## src/rtl/rst_ctrl.sv

```systemverilog
// ============================================================================
// Module   : rst_ctrl
// Brief    : Reset sequencer with minimum hold, staged release (mem, periph,
//            core) and a sticky cause register. Optional debounced pushbutton
//            source enabled by defining RST_CTRL_EXT_BTN_EN.
// Revision : 1.0 - initial release
// ============================================================================
`default_nettype none

module rst_ctrl #(
  parameter int HOLD_CYCLES  = 16,
  parameter int STAGE_CYCLES = 4
`ifdef RST_CTRL_EXT_BTN_EN
  ,
  parameter int DEBOUNCE_CYCLES = 1024
`endif
) (
  input  logic       i_clk,
  input  logic       i_rst_n,
  input  logic       i_por,
  input  logic       i_wdt_req,
  input  logic       i_sw_req,
`ifdef RST_CTRL_EXT_BTN_EN
  input  logic       i_btn_n,
`endif
  input  logic       i_cause_clr,
  output logic       o_mem_rst_n,
  output logic       o_periph_rst_n,
  output logic       o_core_rst_n,
  output logic       o_ready,
  output logic [3:0] o_cause
);

  localparam int MAX_CYCLES = (HOLD_CYCLES > STAGE_CYCLES) ? HOLD_CYCLES : STAGE_CYCLES;
  localparam int CW         = $clog2(MAX_CYCLES) + 1;
  localparam logic [CW-1:0] HOLD_LOAD  = CW'(HOLD_CYCLES - 1);
  localparam logic [CW-1:0] STAGE_LOAD = CW'(STAGE_CYCLES - 1);

  typedef enum logic [1:0] {
    ASSERT = 2'd0,
    MEM_UP = 2'd1,
    PER_UP = 2'd2,
    RUN    = 2'd3
  } state_t;

  state_t          state, state_d;
  logic [CW-1:0]   cnt, cnt_d;
  logic            mem_d, per_d, core_d, ready_d;
  logic [3:0]      cause_d;
  logic            btn_req;
  logic [3:0]      src;
  logic            req;

`ifdef RST_CTRL_EXT_BTN_EN
  localparam int DW = $clog2(DEBOUNCE_CYCLES) + 1;
  localparam logic [DW-1:0] DB_MAX = DW'(DEBOUNCE_CYCLES - 1);

  logic [1:0]    btn_sync;
  logic [DW-1:0] db_cnt;

  // Counter saturates at DB_MAX so btn_req stays up while the button is held.
  always_ff @(posedge i_clk) begin
    if (!i_rst_n) begin
      btn_sync <= 2'b11;
      db_cnt   <= '0;
    end else begin
      btn_sync <= {btn_sync[0], i_btn_n};
      if (btn_sync[1])
        db_cnt <= '0;
      else if (db_cnt != DB_MAX)
        db_cnt <= db_cnt + DW'(1);
    end
  end

  assign btn_req = (db_cnt == DB_MAX);
`else
  assign btn_req = 1'b0;
`endif

  assign src = {btn_req, i_sw_req, i_wdt_req, i_por};
  assign req = |src;

  always_comb begin
    state_d = state;
    cnt_d   = cnt;
    mem_d   = o_mem_rst_n;
    per_d   = o_periph_rst_n;
    core_d  = o_core_rst_n;
    ready_d = o_ready;
    cause_d = o_cause;
    if (req) begin
      state_d = ASSERT;
      cnt_d   = HOLD_LOAD;
      mem_d   = 1'b0;
      per_d   = 1'b0;
      core_d  = 1'b0;
      ready_d = 1'b0;
      // A clear in the same RUN cycle drops old bits; the new sources win.
      cause_d = (state == RUN && i_cause_clr) ? src : (o_cause | src);
    end else begin
      unique case (state)
        ASSERT: begin
          if (cnt == '0) begin
            state_d = MEM_UP;
            cnt_d   = STAGE_LOAD;
            mem_d   = 1'b1;
          end else begin
            cnt_d = cnt - CW'(1);
          end
        end
        MEM_UP: begin
          if (cnt == '0) begin
            state_d = PER_UP;
            cnt_d   = STAGE_LOAD;
            per_d   = 1'b1;
          end else begin
            cnt_d = cnt - CW'(1);
          end
        end
        PER_UP: begin
          if (cnt == '0) begin
            state_d = RUN;
            core_d  = 1'b1;
            ready_d = 1'b1;
          end else begin
            cnt_d = cnt - CW'(1);
          end
        end
        RUN: begin
          if (i_cause_clr)
            cause_d = 4'b0000;
        end
        default: state_d = ASSERT;
      endcase
    end
  end

  always_ff @(posedge i_clk) begin
    if (!i_rst_n) begin
      state          <= ASSERT;
      cnt            <= HOLD_LOAD;
      o_mem_rst_n    <= 1'b0;
      o_periph_rst_n <= 1'b0;
      o_core_rst_n   <= 1'b0;
      o_ready        <= 1'b0;
      o_cause        <= 4'b0001;
    end else begin
      state          <= state_d;
      cnt            <= cnt_d;
      o_mem_rst_n    <= mem_d;
      o_periph_rst_n <= per_d;
      o_core_rst_n   <= core_d;
      o_ready        <= ready_d;
      o_cause        <= cause_d;
    end
  end

endmodule

`default_nettype wire
```

## config.mk

```make
export PLATFORM = sky130hd
export DESIGN_NAME = rst_ctrl
export DESIGN_NICKNAME = d
export VERILOG_FILES = /design/src/rtl/rst_ctrl.sv
export SDC_FILE = /design/constraint.sdc
export NUM_CORES = 1
export LEC_CHECK = 0
export CORE_UTILIZATION = 47
export CTS_CLUSTER_DIAMETER = 40
export DETAILED_ROUTE_END_ITERATION = 8
export GPL_TIMING_DRIVEN = 0
export PLACE_DENSITY_LB_ADDON = 0.12
export SYNTH_ARGS = -nofsm -noshare
export SYNTH_HDL_FRONTEND = slang
export SYNTH_SLANG_ARGS = --single-unit
```

## constraint.sdc

```tcl
create_clock -name i_clk -period 2.2 [get_ports i_clk]
set_clock_uncertainty 0.1 [all_clocks]
set_input_delay 0.22 -clock i_clk [delete_from_list [all_inputs] [get_ports i_clk]]
set_output_delay 0.22 -clock i_clk [all_outputs]
set_load 0.01 [all_outputs]
```

==> results, run 1 <==
- The pin count of the biggest net entering global routing is 11.
- Counting the buffers created by CTS gives 3.
- The maximum clock insertion buffer count is 2.
- The number of buffer cells added on primary ports is 12.
- After detailed routing, the average wire length per cell comes to 11.72 um.
- The power density normalized to cell area is 523.9 nW/um^2.
- After the first detailed-routing iteration, the DRC count stood at 5.
- After detailed routing, the number of vias per cell comes to 5.432.
- Adding up every negative setup slack in the final design gives 0 ns.
- STA puts the critical path data arrival time at 1.95 ns.
- Leaving out fill and tap cells, the most frequent cell in the layout is dfxtp_1.
- Measured against its own limit, the worst slew margin works out to 55.80%.
- The die is 38.67 um wide.
- The post-CTS repair timing setup buffer count is 0.
- The synthesized design spends more area on one cell type than any other, namely dfxtp_1.
- The flow ran to the end, and the final reports show no timing, DRC or antenna violations.
- 14 I/O pins were placed.
- The number of gates resized after CTS is 0.
- The insertion delay to the later sink of the worst-skew pair is 0.28 ns.
- The max-slew violation count is 0.
- Across the VDD grid, the largest voltage drop is 0.0003539 V.
- The placeable core area is 1171 sq um.
- The cell count after synthesis is 65.
- The final clock period utilization by the worst path is 85.53%.
- The initial cell density of the core is 53.95%.
- The worst hold slack is 0.3755 ns.
- The number of enable flip-flop cells after synthesis is 0.
- The worst path needs 1.882 ns of the cycle, external delays included.
- The final wirelength is 1.113 mm.
- The number of buffers and inverters on the critical path is 2.
- The die extent in y is 38.67 um.
- In this run the cell area of the synthesized design comes to 631.9 sq um.
- The via count of the first global-routing pass is 462.
- The antenna diode count is 0.
- Once placement finished, the instance area stood at 769.5 sq um.
- Global routing finished with a remaining overflow of 0.
- The biggest cell delay along the critical path is 0.52 ns.
- The required time at the endpoint of the critical path is 2.27 ns.
- For this run, the detailed router's first-pass iteration total came to 3.
- The worst min-delay path class is reg2reg.
- The leakage dissipation is 0.3064 nW.
- The critical path is of the in2reg type.
- The number of failing hold endpoints at the final stage is 0.
- The share of post-route cells with drive strength above 1 is 13.58%.
- The die covers 1495 sq um.
- The largest individual stage delay along the critical path comes from the cell clkdlybuf4s50_1.
- The first global-routing pass estimated 1.932 mm of wire.
- In this run the number of H-tree levels came out at 1.
- After clock tree synthesis, the clock-pin slew on the worst setup and hold paths is 0.08 ns.
- The critical path goes through clkdlybuf4s50_1, or4b_4, buf_6, or4_1, o31a_1.
- Cells fill 67.95% of the core in the end.
- In the routed design, unresolved DRC markers number 0.
- The type of origin of the critical path is an input port.
- The total routing resource utilization after global routing is 19.49%.
- The TritonCTS clock tree is yes.
- The synthesized design contains 13 register bits.
- Buffers inserted to repair hold after CTS numbered 0.
- At the end of routability-driven placement, the weighted congestion stood at 0.6612.
- The floorplan has 12 rows.
- The cell type group with the largest total delay on the critical path is simple AND/OR/NAND/NOR gates.
- The final cell area excluding filler cells is 795.8 sq um.
- The CTS root buffer is clkbuf_4.
- The post-synthesis cell type count is 24.
- The synthesized area per cell is 9.721 sq um.
- Summed over its instances, the top area cell type makes up 41.19% of the synthesized netlist area.
- The number of nets in the finished design is 94.
- The maximum clock frequency is 0.5314 GHz.
- Relative to the synthesized area, the layout overhead comes to 25.94%.
- The tool flagged a number of max-cap violations equal to 0.
- Once detail routing completed, the nets flagged for antenna violations numbered 0.
- In the layout the commonest cells are 13 x dfxtp_1, 12 x clkdlybuf4s50_1, 9 x a21oi_1.
- Setup repair after global routing left no endpoint under its margin.
- The share of flip-flops with an asynchronous set or reset is 0%.
- Once layout is complete, the cells apart from fillers number 95.
- The synthesis warning total is 0.
- In this run the worst path has a maximum fanout of 10.
- The fraction of the yosys area taken by sequential cells is 41.19%.
- The count of vias placed by the detailed router is 516.
- Counting every net in the synthesized netlist gives 77.
- The cell count after placement is 91.
- The most used flip-flop cell after synthesis is dfxtp_1.
- In the post-synthesis netlist, the biggest area contributors are dfxtp_1 41%, ha_1 12%, a21oi_1 7.1%, nor4b_4 3.8%, mux2_2 3.6%.
- The placed wire-length estimate after detailed placement is 829.5 um.
- The total setup violations reported at the end of the flow is 0.
- The clock drives 13 sinks.
- The kind of capture point of the worst setup path is a flop.
- The initial antenna violation count is 0.
- The transition time at the pin with the least slew margin is 0.6538 ns.
## synthesized netlist by cell type, types with 2 or more instances
library cell	instances
inv_1	5
o31ai_1	2
buf_4	2
or4_1	2
nand2_1	4
mux2_2	2
nor2b_1	2
a21oi_1	9
ha_1	6
dfxtp_1	13
nor2_1	5
## logic make-up after synthesis
logic type      after synthesis  share of synthesized area (%)
fa+ha+maj                     6                          11.88
other cells                   1                         0.5935
simple gates                 19                          20.00
mux                           2                          3.564
buf+inv                       8                          7.128
compound gates               16                          15.64
flops                        13                          41.19
## flip-flops by register name, summed over array words and instances (netlist names)
signal / flops
o_ready: 1
cnt: 5
o_mem_rst_n: 1
o_cause: 3
state: 2
o_periph_rst_n: 1
## path summary, 6_finish.rpt
kind	startpoint	end	slack, ns	cells after the start
setup / recovery	i_rst_n	cnt[0]$_SDFFE_PP1P_	0.32	5
hold / removal	o_cause[0]$_SDFFE_PN1P_	o_cause[0]$_SDFFE_PN1P_	0.38	2
setup reg to reg	cnt[0]$_SDFFE_PP1P_	cnt[1]$_SDFFE_PP1P_	0.46	5
hold reg to reg	o_cause[0]$_SDFFE_PN1P_	o_cause[0]$_SDFFE_PN1P_	0.38	2
## per-stage QoR
stage / total power (W) / setup slack (ns)
2_1_floorplan: 0.0002570 / 0.5441
3_3_place_gp: 0.0002737 / 0.04287
3_5_place_dp: 0.0002745 / 0.03637
4_1_cts: 0.0004222 / 0.3220
5_1_grt: 0.0004357 / 0.2741
6_report: 0.0004169 / 0.3183
## layer usage
metal,vias up,track usage (%),routed length [um]
li1,260,-,-
met1,239,22.34,508
met2,12,29.17,509
met3,5,9.827,77
met4,0,10.34,17
met5,-,0,0
## worst reg2reg max path, stage by stage, from the launching register on
cell and delay, ns:
dfxtp_1 0.33, inv_1 0.07, ha_1 0.18, nor4b_4 0.48
a21oi_1 0.19, mux2_2 0.29
## power breakdown
part	switching (W)	internal, W
Combinational	0.0000106	0.0000186
Clock	0.0000778	0.0000704
Sequential	0.00000149	0.000238
Total	0.0000898	0.000327
## layout make-up
class	count	area, sq um
Fill cell	106	375.4
Multi-Input combinational cell	44	326.6
Sequential cell	13	260.3
Timing Repair Buffer	12	120.1
Clock buffer	4	26.28
Buffer	3	26.28
Inverter	5	18.77
Tap cell	14	17.52
Power figures use the tool's default switching activity.
==> run 2: changes to the inputs <==
--- a/config.mk
+++ b/config.mk
@@ -8,6 +8,7 @@
 export CORE_UTILIZATION = 47
 export CTS_CLUSTER_DIAMETER = 40
 export DETAILED_ROUTE_END_ITERATION = 8
+export GPL_ROUTABILITY_DRIVEN = 0
 export GPL_TIMING_DRIVEN = 0
 export PLACE_DENSITY_LB_ADDON = 0.12
 export SYNTH_ARGS = -nofsm -noshare
==> results of run 2 <==
No change in the layout: final DEF, timing and power equal those of run 1.
